--- config.mk ---
export PLATFORM = sky130hd
export DESIGN_NAME = post_box_usb_bridge
export DESIGN_NICKNAME = d
export VERILOG_FILES = /design/src/rtl/post_box_pkg.sv /design/src/rtl/post_box_spi_slave.sv /design/src/rtl/post_box_usb_bridge.sv
export SDC_FILE = /design/constraint.sdc
export NUM_CORES = 1
export LEC_CHECK = 0
export CORE_ASPECT_RATIO = 0.5
export CORE_MARGIN = 5
export CORE_UTILIZATION = 28
export DETAILED_ROUTE_END_ITERATION = 10
export PLACE_DENSITY_LB_ADDON = 0.3
export SLEW_MARGIN = 10
export SYNTH_ARGS = -nofsm -noshare
export SYNTH_HDL_FRONTEND = slang
export SYNTH_SLANG_ARGS = --single-unit
--- constraint.sdc ---
create_clock -name fpga_clock_48mhz -period 2.5 [get_ports fpga_clock_48mhz]
set_clock_uncertainty 0.1 [all_clocks]
set_input_delay 0.5 -clock fpga_clock_48mhz [delete_from_list [all_inputs] [get_ports fpga_clock_48mhz]]
set_output_delay 0.5 -clock fpga_clock_48mhz [all_outputs]
set_load 0.03 [all_outputs]
--- src/rtl/post_box_pkg.sv ---
// Shared types and constants for the POST-box USB bridge.
// The SPI status and request bytes carry their flags in the two LSBs.
package post_box_pkg;

    typedef enum logic [2:0] {
        ST_IDLE,
        ST_CMD,
        ST_IN_DATA,
        ST_IN_CHAIN,
        ST_DEAD,
        ST_OUT_DATA
    } pb_state_e;

    localparam int CMD_OUTPUT = 3;
    localparam int CMD_INPUT  = 4;

    // Bit positions inside SPI byte 0: DUT status and master request.
    localparam int STAT_RXFULL_BIT    = 1;
    localparam int STAT_TXSPACE_BIT   = 0;
    localparam int REQ_HAVE_BYTE_BIT  = 1;
    localparam int REQ_HAVE_SPACE_BIT = 0;

    localparam int SPI_FRAME_BITS = 16;

endpackage

--- src/rtl/post_box_spi_slave.sv ---
// Oversampled SPI mode-0 slave, one 16-bit frame per CS assertion.
// Status is snapshotted at CS fall; commit strobes fire on CS rise after exactly 16 bits.
module post_box_spi_slave
    import post_box_pkg::*;
#(
    parameter int SYNC_STAGES = 2
) (
    input  logic       clk_i,
    input  logic       rst_ni,
    input  logic       spi_cs_i,
    input  logic       spi_sck_i,
    input  logic       spi_mosi_i,
    output logic       spi_miso_o,
    input  logic       rxfull_i,
    input  logic       txfull_i,
    input  logic [7:0] rx_data_i,
    output logic       tx_wr_o,
    output logic [7:0] tx_data_o,
    output logic       rx_clr_o
);

    logic [SYNC_STAGES-1:0] cs_sync_q, sck_sync_q, mosi_sync_q;
    logic                   cs_prev_q, sck_prev_q;
    logic [9:0]             in_sr_q, in_sr_d;
    logic [15:0]            out_sr_q, out_sr_d;
    logic [4:0]             bits_q, bits_d;
    logic                   snap_rxfull_q, snap_rxfull_d;
    logic                   snap_space_q, snap_space_d;
    logic                   miso_q, miso_d;

    logic cs_s, sck_s, mosi_s;
    logic cs_fall, cs_rise, sck_rise, sck_fall, frame_ok;
    logic [7:0] status_byte;

    assign cs_s   = cs_sync_q[SYNC_STAGES-1];
    assign sck_s  = sck_sync_q[SYNC_STAGES-1];
    assign mosi_s = mosi_sync_q[SYNC_STAGES-1];

    assign cs_fall  = cs_prev_q & ~cs_s;
    assign cs_rise  = ~cs_prev_q & cs_s;
    assign sck_rise = ~cs_s & sck_s & ~sck_prev_q;
    assign sck_fall = ~cs_s & ~sck_s & sck_prev_q;

    always_comb begin
        status_byte                   = 8'h00;
        status_byte[STAT_RXFULL_BIT]  = rxfull_i;
        status_byte[STAT_TXSPACE_BIT] = ~txfull_i;
    end

    always_comb begin
        in_sr_d       = in_sr_q;
        out_sr_d      = out_sr_q;
        bits_d        = bits_q;
        snap_rxfull_d = snap_rxfull_q;
        snap_space_d  = snap_space_q;
        if (cs_fall) begin
            out_sr_d      = {status_byte, rxfull_i ? rx_data_i : 8'h00};
            bits_d        = 5'd0;
            snap_rxfull_d = rxfull_i;
            snap_space_d  = ~txfull_i;
        end
        if (sck_rise) begin
            in_sr_d = {in_sr_q[8:0], mosi_s};
            if (bits_q != 5'd31) begin
                bits_d = bits_q + 5'd1;
            end
        end
        if (sck_fall) begin
            out_sr_d = {out_sr_q[14:0], 1'b0};
        end
        miso_d = cs_s ? 1'b0 : out_sr_d[15];
    end

    assign frame_ok   = cs_rise && (bits_q == 5'(SPI_FRAME_BITS));
    assign tx_wr_o    = frame_ok & in_sr_q[8 + REQ_HAVE_BYTE_BIT] & snap_space_q;
    assign rx_clr_o   = frame_ok & in_sr_q[8 + REQ_HAVE_SPACE_BIT] & snap_rxfull_q;
    assign tx_data_o  = in_sr_q[7:0];
    assign spi_miso_o = miso_q;

    // CS resets to its idle (high) level so reset release never looks like a frame start.
    always_ff @(posedge clk_i or negedge rst_ni) begin
        if (!rst_ni) begin
            cs_sync_q     <= '1;
            sck_sync_q    <= '0;
            mosi_sync_q   <= '0;
            cs_prev_q     <= 1'b1;
            sck_prev_q    <= 1'b0;
            in_sr_q       <= '0;
            out_sr_q      <= '0;
            bits_q        <= '0;
            snap_rxfull_q <= 1'b0;
            snap_space_q  <= 1'b0;
            miso_q        <= 1'b0;
        end else begin
            cs_sync_q     <= {cs_sync_q[SYNC_STAGES-2:0], spi_cs_i};
            sck_sync_q    <= {sck_sync_q[SYNC_STAGES-2:0], spi_sck_i};
            mosi_sync_q   <= {mosi_sync_q[SYNC_STAGES-2:0], spi_mosi_i};
            cs_prev_q     <= cs_s;
            sck_prev_q    <= sck_s;
            in_sr_q       <= in_sr_d;
            out_sr_q      <= out_sr_d;
            bits_q        <= bits_d;
            snap_rxfull_q <= snap_rxfull_d;
            snap_space_q  <= snap_space_d;
            miso_q        <= miso_d;
        end
    end

endmodule

--- src/rtl/post_box_usb_bridge.sv ---
// Acorn POST-box adapter: decodes testreq pulse groups, answers with testack,
// and exchanges single bytes with a USB-side SPI master through 1-byte RX/TX buffers.
module post_box_usb_bridge
    import post_box_pkg::*;
#(
    parameter int BREAK_CYCLES = 480,
    parameter int SYNC_STAGES  = 2
) (
    input  logic fpga_clock_48mhz,
    input  logic fpga_reset_n,
    input  logic reset_in,
    input  logic target_power_3v,
    output logic target_power_out,
    input  logic fpga_spi_cs,
    input  logic fpga_spi_sck,
    input  logic fpga_spi_mosi,
    output logic fpga_spi_miso,
    input  logic testreq_3v,
    output logic testack_noe,
    output logic target_reset_noe,
    output logic hotswap_noe
);

    localparam int GAP_W = $clog2(BREAK_CYCLES + 1);

    logic [SYNC_STAGES-1:0] req_sync_q, pwr_sync_q, rst_sync_q;
    logic req_s, pwr_s, rst_s;
    logic req_prev_q;

    pb_state_e  state_q, state_d;
    logic [2:0] n_q, n_d, n_inc;
    logic       ack3_q, ack3_d;
    logic       ack_q, ack_d;
    logic [7:0] shreg_q, shreg_d;
    logic [2:0] bitcnt_q, bitcnt_d;
    logic [1:0] grp_q, grp_d;
    logic       armed_q, armed_d;
    logic [GAP_W-1:0] gap_q, gap_d;
    logic [7:0] tx_q, tx_d, rx_q, rx_d;
    logic       txfull_q, txfull_d, rxfull_q, rxfull_d;

    logic req_rise, req_fall, brk, take, store;
    logic [7:0] out_byte;
    logic       spi_tx_wr, spi_rx_clr;
    logic [7:0] spi_tx_data;

    assign req_s = req_sync_q[SYNC_STAGES-1];
    assign pwr_s = pwr_sync_q[SYNC_STAGES-1];
    assign rst_s = rst_sync_q[SYNC_STAGES-1];

    assign req_rise = req_s & ~req_prev_q;
    assign req_fall = ~req_s & req_prev_q;
    // A break only counts once per pulse group, so a long idle line fires nothing.
    assign brk      = armed_q & ~req_s & (gap_q == GAP_W'(BREAK_CYCLES - 1));
    assign n_inc    = n_q + 3'd1;
    assign out_byte = {shreg_q[6:0], grp_q == 2'd2};

    always_comb begin
        state_d  = state_q;
        n_d      = n_q;
        ack3_d   = ack3_q;
        ack_d    = req_fall ? 1'b0 : ack_q;
        shreg_d  = shreg_q;
        bitcnt_d = bitcnt_q;
        grp_d    = grp_q;
        take     = 1'b0;
        store    = 1'b0;
        gap_d    = req_s ? '0 : ((gap_q == GAP_W'(BREAK_CYCLES)) ? gap_q : gap_q + GAP_W'(1));
        armed_d  = req_rise ? 1'b1 : (brk ? 1'b0 : armed_q);

        if (!pwr_s) begin
            state_d = ST_IDLE;
            ack_d   = 1'b0;
            armed_d = 1'b0;
            n_d     = '0;
            grp_d   = '0;
        end else if (req_rise) begin
            ack_d = 1'b0;
            unique case (state_q)
                ST_IDLE: begin
                    n_d     = 3'd1;
                    ack3_d  = 1'b0;
                    state_d = ST_CMD;
                end
                ST_CMD: begin
                    n_d = n_inc;
                    if (n_inc == 3'(CMD_OUTPUT)) begin
                        ack_d  = ~rxfull_q;
                        ack3_d = ~rxfull_q;
                    end else if (n_inc == 3'(CMD_INPUT)) begin
                        if (txfull_q) begin
                            ack_d    = 1'b1;
                            take     = 1'b1;
                            shreg_d  = tx_q;
                            bitcnt_d = '0;
                            state_d  = ST_IN_DATA;
                        end else begin
                            state_d = ST_DEAD;
                        end
                    end
                end
                ST_IN_DATA: begin
                    ack_d    = shreg_q[7];
                    shreg_d  = {shreg_q[6:0], 1'b0};
                    bitcnt_d = bitcnt_q + 3'd1;
                    if (bitcnt_q == 3'd7) begin
                        state_d = ST_IN_CHAIN;
                    end
                end
                ST_IN_CHAIN: begin
                    if (txfull_q) begin
                        ack_d    = 1'b1;
                        take     = 1'b1;
                        shreg_d  = tx_q;
                        bitcnt_d = '0;
                        state_d  = ST_IN_DATA;
                    end else begin
                        state_d = ST_DEAD;
                    end
                end
                ST_OUT_DATA: begin
                    if (grp_q != 2'd3) begin
                        grp_d = grp_q + 2'd1;
                    end
                end
                default: ;
            endcase
        end else if (brk) begin
            state_d = ST_IDLE;
            grp_d   = '0;
            if (state_q == ST_CMD && n_q == 3'(CMD_OUTPUT) && ack3_q) begin
                state_d  = ST_OUT_DATA;
                bitcnt_d = '0;
            end else if (state_q == ST_OUT_DATA && (grp_q == 2'd1 || grp_q == 2'd2)) begin
                // One pulse encodes 0, two pulses encode 1; the eighth group completes the byte.
                shreg_d  = out_byte;
                bitcnt_d = bitcnt_q + 3'd1;
                if (bitcnt_q == 3'd7) begin
                    store = 1'b1;
                end else begin
                    state_d = ST_OUT_DATA;
                end
            end
        end

        // The target only clears txfull and only sets rxfull, so both sides may act in one clock.
        txfull_d = (txfull_q & ~take) | spi_tx_wr;
        tx_d     = spi_tx_wr ? spi_tx_data : tx_q;
        rxfull_d = (rxfull_q & ~spi_rx_clr) | store;
        rx_d     = store ? out_byte : rx_q;
    end

    always_ff @(posedge fpga_clock_48mhz or negedge fpga_reset_n) begin
        if (!fpga_reset_n) begin
            req_sync_q <= '0;
            pwr_sync_q <= '0;
            rst_sync_q <= '0;
            req_prev_q <= 1'b0;
            state_q    <= ST_IDLE;
            n_q        <= '0;
            ack3_q     <= 1'b0;
            ack_q      <= 1'b0;
            shreg_q    <= '0;
            bitcnt_q   <= '0;
            grp_q      <= '0;
            armed_q    <= 1'b0;
            gap_q      <= '0;
            tx_q       <= '0;
            rx_q       <= '0;
            txfull_q   <= 1'b0;
            rxfull_q   <= 1'b0;
        end else begin
            req_sync_q <= {req_sync_q[SYNC_STAGES-2:0], testreq_3v};
            pwr_sync_q <= {pwr_sync_q[SYNC_STAGES-2:0], target_power_3v};
            rst_sync_q <= {rst_sync_q[SYNC_STAGES-2:0], reset_in};
            req_prev_q <= req_s;
            state_q    <= state_d;
            n_q        <= n_d;
            ack3_q     <= ack3_d;
            ack_q      <= ack_d;
            shreg_q    <= shreg_d;
            bitcnt_q   <= bitcnt_d;
            grp_q      <= grp_d;
            armed_q    <= armed_d;
            gap_q      <= gap_d;
            tx_q       <= tx_d;
            rx_q       <= rx_d;
            txfull_q   <= txfull_d;
            rxfull_q   <= rxfull_d;
        end
    end

    post_box_spi_slave #(
        .SYNC_STAGES (SYNC_STAGES)
    ) u_spi (
        .clk_i      (fpga_clock_48mhz),
        .rst_ni     (fpga_reset_n),
        .spi_cs_i   (fpga_spi_cs),
        .spi_sck_i  (fpga_spi_sck),
        .spi_mosi_i (fpga_spi_mosi),
        .spi_miso_o (fpga_spi_miso),
        .rxfull_i   (rxfull_q),
        .txfull_i   (txfull_q),
        .rx_data_i  (rx_q),
        .tx_wr_o    (spi_tx_wr),
        .tx_data_o  (spi_tx_data),
        .rx_clr_o   (spi_rx_clr)
    );

    assign testack_noe      = ~ack_q;
    assign target_reset_noe = ~rst_s;
    assign hotswap_noe      = 1'b1;
    assign target_power_out = pwr_s;

endmodule

After elaboration in Yosys (flattened, before gate mapping)
Cells that the tools add are included.
{"block": "totals", "regBits": 98, "output_inout_bits": 5, "elab_cells": 178}
{"block": "classes", "n_addsub": 5, "n_eq_ne": 31, "muxes": 66, "bitwise_logic": 30, "n_reduce_logical": 17}
{"cell": "$mux 8", "count": 8}
{"cell": "$mux 3", "count": 19}
{"cell": "$mux 16", "count": 2}
{"cell": "$pmux 8 s3", "count": 1}
{"cell": "$mux 1", "count": 20}
{"cell": "$eq 9x9->1 const B", "count": 2}
{"cell": "$mux 9", "count": 2}
{"cell": "$and 1x1->1", "count": 16}
{"cell": "$mux 5", "count": 3}
{"cell": "$eq 3x2->1 const B", "count": 4}
{"cell": "$ne 4x4->1 const B", "count": 3}
{"cell": "$not 1->1", "count": 12}
{"cell": "$pmux 3 s4", "count": 1}
{"cell": "$mux 2", "count": 5}
{"cell": "$add 9x1->9 const B", "count": 1}
{"cell": "$eq 3x3->1 const B", "count": 3}
{"cell": "$ne 3x1->1 const B", "count": 3}
{"cell": "$pmux 3 s3", "count": 1}
{"cell": "$ne 2x2->1 const B", "count": 4}
{"cell": "$reduce_bool 2->1", "count": 4}
{"cell": "$reduce_and 7->1", "count": 1}
{"cell": "$add 3x1->3 const B", "count": 2}
{"cell": "$ne 3x2->1 const B", "count": 2}
{"cell": "$ne 3x3->1 const B", "count": 2}
{"cell": "23 further kinds", "count": 28}

Logic depth before layout (Yosys ltp)
{"block": "depth", "depth_word": 10, "ltp_mapped": 7}

Modules after synthesis
From an unflattened synthesis, not the netlist that was laid out.
{"block": "unflattened", "cells_unflattened": 383, "area_unflattened_um2": 4559.4}
{"mod": "post_box_usb_bridge", "n_inst": 1, "cells_each": 231, "area_per_inst_um2": 2762.6}
{"mod": "post_box_spi_slave", "n_inst": 1, "cells_each": 152, "area_per_inst_um2": 1796.7}

Worst setup path before layout
Ideal clock, no wire load.
{"block": "synth_path", "path_kind": "flip-flop to flip-flop", "from": "reg n_q[0]", "to": "reg shreg_q[0]", "t_arrival_ns": 2.322, "t_required_ns": 2.275, "slack_ns": -0.047, "stages_incl_launch_ff": 7, "path_cell_list": "dfrtp_1 > ha_1 > ha_1 > nor2b_1 > o2111ai_1 > a2111oi_4 > mux2_2"}
{"block": "synth_via", "elab_chain_cells": 5, "word_cells_on_any_way": 10, "classes_between": "1 x add/sub; 6 x eq/ne; 3 x reduce/logical"}
{"element": "from (decl)", "line_no": "post_box_usb_bridge.sv:31", "text": "logic [2:0] n_q, n_d, n_inc;"}
{"element": "from (signal assigned)", "line_no": "post_box_usb_bridge.sv:178", "text": "n_q <= n_d;"}
{"element": "parallel branches: the longest is 4 deep, another holds $add 3x1->3"}
{"element": "$reduce_and 7->1 (no source line) (*)"}
{"element": "to (signal assigned)", "line_no": "post_box_usb_bridge.sv:181", "text": "shreg_q <= shreg_d;"}
{"element": "to (decl)", "line_no": "post_box_usb_bridge.sv:34", "text": "logic [7:0] shreg_q, shreg_d;"}
Every way passes the cells marked *.
A chain may end at the register's enable or synchronous reset.

Final worst setup path
{"block": "layout_path", "from": "reg n_q[0]", "to": "reg shreg_q[7]"}
Same word-level chain as after synthesis.

==> flow_metrics.env <==
export IMPL_cts_buffer_depth=2
export IMPL_grt_pass1_wl_mm=14.5
export IMPL_cp_required_ps=2630
export IMPL_synthMostInstantiatedCell="dfrtp_1"
export IMPL_nets=416
export IMPL_setup_viol=0
export IMPL_root_buffer="clkbuf_16"
export IMPL_ys_warn_count=0
export IMPL_area_delta_synth_final_pct=17.5
export IMPL_post_dp_cell_area_sq_mm=0.00490
export IMPL_slew_viol_final=0
export IMPL_drtAntennaViolNets=0
export IMPL_ctsHoldBuffers=0
export IMPL_drive_above_1_share_pct=25.0
export IMPL_p_leak_nw=2.41
export IMPL_peakVddDrop_mv=0.362
export IMPL_routedWlPerCell_microns=13.9
export IMPL_die_h_microns=99.1
export IMPL_port_buffers=11
export IMPL_grt_max_degree=49
export IMPL_netlist_instances=368
export IMPL_synth_edf_count=0
export IMPL_ys_ff_latch=98
export IMPL_cts_tree="done"
export IMPL_dieArea_sq_mm=0.0186
export IMPL_violations="negative hold slack"
export IMPL_via_count=2825
export IMPL_clkTransAtPathRegs_ps=70
export IMPL_start_util_pct=28.7
export IMPL_drtIter0Drc=141
export IMPL_cap_violations=0
export IMPL_critPathCaptureType="flop"
export IMPL_cts_max_level=3
export IMPL_fin_hold_ws_ps=-10.3
export IMPL_numCtsBuffers=9
export IMPL_grt_total_usage_pct=9.54
export IMPL_stdcell_area_sq_mm=0.00522
export IMPL_layout_min_cycle_time_ps=2360
export IMPL_design_core_area_sq_mm=0.0155
export IMPL_dr_pass1_iters=4
export IMPL_num_rows=32
export IMPL_synth_seq_area_share_pct=55.3
export IMPL_crit_type="flop to flop"
export IMPL_fin_crit_sh_pct=94.4
export IMPL_syn_nets=389
export IMPL_powerDensity_mw_per_mm2=645
export IMPL_gp_congestion=0.845
export IMPL_yosys_top_cells_area="dfrtp_1, mux2_2, ha_1, mux2_4, nand2_1"
export IMPL_syn_area_sq_mm=0.00444
export IMPL_synthTopCellsByCount="dfrtp_1, mux2_2, nand2_1"
export IMPL_worstPathArrival_ps=2490
export IMPL_fmax_mhz=424
export IMPL_async_reset_ff_share_pct=100
export IMPL_antenna_found_initial=0
export IMPL_start_kind="flop"
export IMPL_synth_top_area_cell="dfrtp_1"
export IMPL_synth_area_per_cell_sq_um=12.1
export IMPL_drc=0
export IMPL_min_path_type="input pin to async pin"
export IMPL_rsz0062_at_grt="no"
export IMPL_ys_flop_type="dfrtp_1"
export IMPL_status="finished, violations left"
export IMPL_post_cts_buffers=0
export IMPL_slew_limit_headroom_pct=50.9
export IMPL_tightest_slew_ps=736
export IMPL_netlist_area_leader_share_pct=53.5
export IMPL_cts_resized=0
export IMPL_clk_latency_ps=350
export IMPL_grt_overflow_total=0
export IMPL_place_hpwl_mm=5.86
export IMPL_viasPerCell=4.68
export IMPL_final_hold_viol_count=17
export IMPL_ys_types=57
export IMPL_cts_sinks=98
export IMPL_antennaDiodeCount=0
export IMPL_drt_total_wl_mm=8.40
export IMPL_grt_pass1_vias=2849
export IMPL_crit_fanout=8
export IMPL_ioPinCount=13
export IMPL_setup_tns_ps=0
export IMPL_dieWidth_microns=188
## critical path, stage by stage (launching register included)
cell       delay (ps)
dfrtp_1           380
ha_1              190
ha_1              300
nor2b_2           150
o2111ai_2         200
a2111oi_4         350
buf_4             230
mux2_2            340
## state kept, by name, summed over array words and instances (netlist names), 2 cells and up
name and cells:
req_sync_q 2, tx_q 8, shreg_q 8, u_spi.out_sr_q 16, state_q 3, u_spi.in_sr_q 10
grp_q 2, u_spi.cs_sync_q 2, gap_q 9, rst_sync_q 2, u_spi.sck_sync_q 2, u_spi.mosi_sync_q 2
bitcnt_q 3, rx_q 8, pwr_sync_q 2, u_spi.bits_q 5, n_q 3
## per-stage QoR
step	utilization, %	hold WS, ps	cells	worst slack, ps	total power [mW]
after CTS	33.5	0.0607	604	35.9	3.42
after global routing	33.7	9.14	604	3.07	3.54
final	33.7	-10.3	604	139	3.37
after global placement	31.6	234	588	73.8	2.07
after detailed placement	31.6	235	588	71.8	2.08
after floorplan	-	104	368	7.92	1.95
## metal layers
layer	wire [microns]	vias to the layer above	GRT usage [%]
li1	-	1372	-
met1	4340	1418	13.3
met2	3750	26	14.7
met3	213	9	2.69
met4	90	0	2.37
met5	0	-	0
## kinds of logic after synthesis
group / share of synthesized area, %
buf+inv: 3.10
compound gates: 9.23
flops: 55.3
simple gates: 14.6
mux: 12.7
xor+xnor: 1.38
fa+ha+maj: 3.66
other cells: 0.0844
## cell usage in the layout (no fill, tap or decap), types with 5 or more instances in the layout
master	synthesis	final
ha_1	13	13
and3_1	12	12
nor3b_1	5	5
inv_1	14	14
o21ai_0	12	12
a21oi_1	6	6
nor2b_1	7	6
dfrtp_1	95	95
nor2_1	17	17
nand2_1	29	29
mux2_2	36	36
buf_4	3	22
nand3_1	16	16
a221o_1	7	7
clkbuf_16	0	9
nor3_1	6	6
mux2_4	8	8
clkdlybuf4s50_1	0	10
## power breakdown
part	internal (mW)	switching, mW	total, mW
Combinational	0.139	0.137	0.275
Sequential	1.69	0.0773	1.77
Clock	0.690	0.635	1.32
Total	2.52	0.849	3.37
## area by class of cell
type                       count  area [sq um]
fill                        1537         10300
sequential                    98          2460
multi-input combinational    239          1880
timing repair buffer          33           285
tap                          204           255
clock buffer                   9           225
clock inverter                 7          65.1
inverter                      14          52.6
## path summary, 6_finish.rpt
path | cells after the start | to | start | slack, ps
max in group asynchronous | 2 | u_spi.cs_sync_q[1] | fpga_reset_n | 1630
min in group fpga_clock_48mhz | 0 | u_spi.sck_sync_q[1] | u_spi.sck_sync_q[0] | 240
hold reg to reg | 0 | u_spi.sck_sync_q[1] | u_spi.sck_sync_q[0] | 240
setup / recovery | 7 | shreg_q[7] | n_q[0] | 140
hold / removal | 1 | gap_q[1] | fpga_reset_n | -10
setup reg to reg | 7 | shreg_q[7] | n_q[0] | 140
(Power assumes the default switching activity.)
==> variant 1: new RTL, config.mk and constraints unchanged <==
Set the parameter `BREAK_CYCLES` to 240 (it was 480).
--- a/src/rtl/post_box_usb_bridge.sv
+++ b/src/rtl/post_box_usb_bridge.sv
@@ -4,5 +4,5 @@
     import post_box_pkg::*;
 #(
-    parameter int BREAK_CYCLES = 480,
+    parameter int BREAK_CYCLES = 240,
     parameter int SYNC_STAGES  = 2
 ) (
Formal check against the unedited RTL: no difference found for any inputs over 10 cycles, from zero or initial values and one cycle with fpga_reset_n low; that may be too few to reach the edited logic, so the function may still have changed.
==> variant 1 against the unedited design <==
  * Area after synthesis is 0.73% lower
  * Die area is 0.67% lower
  * Critical path type unchanged
  * Total power is 0.59% lower
  * Sequential cell count is 1 lower
  * Worst setup slack better by 0.027 ns
  * Largest cell class unchanged
  * Routed wire length is 2.5% lower
  * Final area is 1.8% lower
  * Sequential share of layout area is 0.37 points higher
  * Synthesized cell count is 0.27% higher
==> variant 1: results (changes against the unedited design) <==
[final_layout]
reg.largest.list = u_spi.out_sr_q (16), u_spi.in_sr_q (10)
diodes = 0  ; unchanged
fillCellCount = 1539  ; +0.13%
nNetsFinal = 411  ; -1.2%
drive_gt1_share_pct = 24.1  ; -0.95 points

[worst_setup_path]
rrSetupSlack_ns = 0.17  ; +0.03 ns
worstPathMaxFanout = 4  ; -4
r2r-end = bitcnt_q[1]$_DFFE_PN0P_

[power_and_ir_drop]
powerComb_mw = 0.263  ; -4%
vdd_drop_max_v = 0.000290  ; -20%
switching_power_mw = 0.801  ; -5.6%
p_leak_nw = 2.36  ; -2.1%

[yosys]
synth_nets = 390  ; +0.26%
yosys-top-cells-area = dfrtp_1, mux2_2, ha_1, mux2_4, nand2_1
synth_sequential_area_ratio_pct = 55.1  ; -0.16 points
synth_commonest_cells = dfrtp_1, mux2_2, nand2_1
synth_cell_types = 61  ; +7.0%

[global_routing]
met2_usage_pct = 14.6  ; -0.061 points
met3_usage_pct = 2.62  ; -0.071 points
grt_pass1_wl_um = 14400  ; -1.2%
grt_pass1_vias = 2843  ; -0.21%
met1_usage_pct = 12.8  ; -0.54 points
grt_max_degree = 34  ; -31%

[place]
gp_congestion = 0.766  ; -9.4%
place_ws_ns = 0.0381  ; -0.0337 ns
hpwl_um = 5720  ; -2.4%

[detailed_routing]
wire_per_inst_um = 13.7  ; -1.7%
drt_iter0_drc = 144  ; +2.1%
wl_met2_um = 3660  ; -2.5%
top_layer = met4
vias_per_cell = 4.67  ; about the same
wl_met1_um = 4200  ; -3.3%
wl_met3_um = 218  ; +2.3%

[status]
run_status = finished, final reports clean

[clock_tree]
htree_levels = 3  ; unchanged

[timing]
worst_hold_slack_ns = 0.00244  ; +0.0127 ns

[variant 1: how the worst max path moves through the flow]
stage | endpoint | slack (ns) | depth (start not counted)
after floorplan | shreg_q[0]$_DFFE_PN0P_ | 0.02 | 6
after global placement | shreg_q[4]$_DFFE_PN0P_ | 0.08 | 7
after detailed placement | shreg_q[5]$_DFFE_PN0P_ | 0.04 | 7
after CTS | shreg_q[7]$_DFFE_PN0P_ | 0.03 | 7
after global routing | rx_q[4]$_DFFE_PN0P_ | 0.02 | 5
final | bitcnt_q[1]$_DFFE_PN0P_ | 0.17 | 7
[variant 1: through the flow]
| stage | cells | cell area, um2 |
|---|---|---|
| 6_report | 599 | 5130 |
| 2_1_floorplan | 369 | 4410 |
| 4_1_cts | 599 | 5120 |
| 3_3_place_gp | 583 | 4830 |
| 3_5_place_dp | 583 | 4830 |
| 5_1_grt | 599 | 5130 |
[variant 1: cell type report]
type / instances / area, um2 / area share [%]
timing repair buffer: 30 / 267 / 5.20
clock buffer: 12 / 256 / 5.00
sequential: 97 / 2430 / 47.4
tap: 204 / 255 / 4.98
inverter: 13 / 48.8 / 0.951
clock inverter: 4 / 33.8 / 0.659
multi-input combinational: 239 / 1840 / 35.8
[variant 1: logic make-up (layout without fill, tap and decap cells)]
family | Yosys count | count (layout) | share of synthesized area [%]
flip-flops | 97 | 97 | 55.1
buffers and inverters | 33 | 59 | 3.32
multiplexers | 45 | 45 | 12.1
XOR/XNOR | 4 | 4 | 0.794
adder cells (fa/ha/maj) | 13 | 13 | 3.69
AO/OA/AOI/OAI | 61 | 61 | 10.2
other | 1 | 1 | 0.0850
AND/OR/NAND/NOR | 115 | 115 | 14.6
==> variant 2: new RTL, same settings <==
Without the edit above. Take the reset off `out_sr_q` and load it in a clocked block of its own.
--- a/src/rtl/post_box_spi_slave.sv
+++ b/src/rtl/post_box_spi_slave.sv
@@ -87,5 +87,4 @@
             sck_prev_q    <= 1'b0;
             in_sr_q       <= '0;
-            out_sr_q      <= '0;
             bits_q        <= '0;
             snap_rxfull_q <= 1'b0;
@@ -99,5 +98,4 @@
             sck_prev_q    <= sck_s;
             in_sr_q       <= in_sr_d;
-            out_sr_q      <= out_sr_d;
             bits_q        <= bits_d;
             snap_rxfull_q <= snap_rxfull_d;
@@ -107,4 +105,8 @@
     end
 
+    always_ff @(posedge clk_i) begin
+        out_sr_q <= out_sr_d;
+    end
+
 endmodule
 
Check against the original RTL: same outputs for any inputs over 10 cycles, from zero or initial values and one cycle with fpga_reset_n low; that may be too few to reach the edited logic, so the function may still have changed.
==> variant 2 against the unedited design <==
  * Via count shrank 7.1%
  * Global-route usage is 0.79 points lower
  * Sequential cell count stayed put
  * Routed wire length down 13%
  * Worst setup slack better by 0.080 ns
  * Total power rose by 0.97%
  * Area after synthesis shrank 4.1%
  * Final area fell by 5.2%
  * Critical endpoint is now rx_q[6]$_DFFE_PN0P_
  * Highest routed layer unchanged
==> variant 2: results (changes against the unedited design) <==
[power_and_ir_drop]
p_leak_nw = 2.18  ; -9.5%

[global_routing]
grt_max_degree = 47  ; -4.1%
met1_usage_pct = 12.4  ; -0.93 points
track_usage_pct = 8.75  ; -0.79 points
met2_usage_pct = 12.9  ; -1.8 points
met3_usage_pct = 2.69  ; +0.0033 points
grt_pass1_wl_um = 13000  ; -11%

[yosys]
synthArstFlopShare_pct = 83.7  ; -16 points
synth_cell_types = 53  ; -7.0%
synth_nets = 370  ; -4.9%
synth_commonest_cells = dfrtp_1, mux2_2, nand2_1
synth-edff-count = 14  ; +14
synth_sequential_area_ratio_pct = 59.0  ; +3.8 points
yosys-top-cells-area = dfrtp_1, edfxtp_1, mux2_2, ha_1, o21ai_0

[detailed_routing]
drt_iter0_drc = 133  ; -5.7%
vias_per_cell = 4.57  ; -2.3%
drt_pass1_iterations = 5  ; +1
totalWireLength_um = 7320  ; -13%

[worst_setup_path]
critPathLaunch = grp_q[0]$_DFFE_PN0P_
rrSetupSlack_ns = 0.22  ; +0.08 ns
critPathTopFamily = simple AND/OR/NAND/NOR gates

[place]
gp_congestion = 0.784  ; -7.2%
hpwl_um = 5130  ; -12%

[status]
run_status = finished, final reports clean

[final_layout]
drive_gt1_share_pct = 18.9  ; -6.1 points

[timing]
worst_hold_slack_ns = 0.0242  ; +0.0345 ns

-- variant 2: per-stage QoR --
stage | cell area, um2 | setup WS (ns) | instances
floorplan | 4260 | 0.370 | 349
global placement | 4660 | 0.223 | 558
detailed placement | 4660 | 0.115 | 558
CTS | 4940 | 0.0998 | 574
global route | 4950 | 0.112 | 574
finish | 4950 | 0.219 | 574
-- variant 2: kinds of logic after synthesis --
kind of cell	synth area share, %
buffers and inverters	2.64
xor gates and xnor gates	1.44
and+or+nand+nor	13.6
muxes	10.1
DFF	59.0
AOI/OAI and AO/OA	9.25
other	0.0880
adders and majority gates	3.82
-- variant 2: layout make-up --
type	instances	area, um2
fillers	1451	9750
flip-flops and latches	98	2520
multi-input cells	225	1640
well taps	198	248
clock buffers	10	229
repair buffers	24	218
clock inverters	6	48.8
inverters	13	48.8
-- variant 2: repair_timing --
action | CTS | global route
hold buffers | 0 | 0
hold endpoints to repair | 0 | 0
gates resized for setup | 0 | 1
setup endpoints to repair | 0 | 8
-- variant 2: per-layer routing --
metal	share of wire (%)	vias to the layer above
met5	0	-
li1	-	1279
met3	3.4	4
met2	44	33
met1	52	1308
met4	0.83	0
-- variant 2: report_power, final --
group          switching (mW)  internal (mW)
Combinational           0.134          0.146
Clock                   0.606          0.686
Sequential             0.0866           1.74
Total                   0.826           2.57
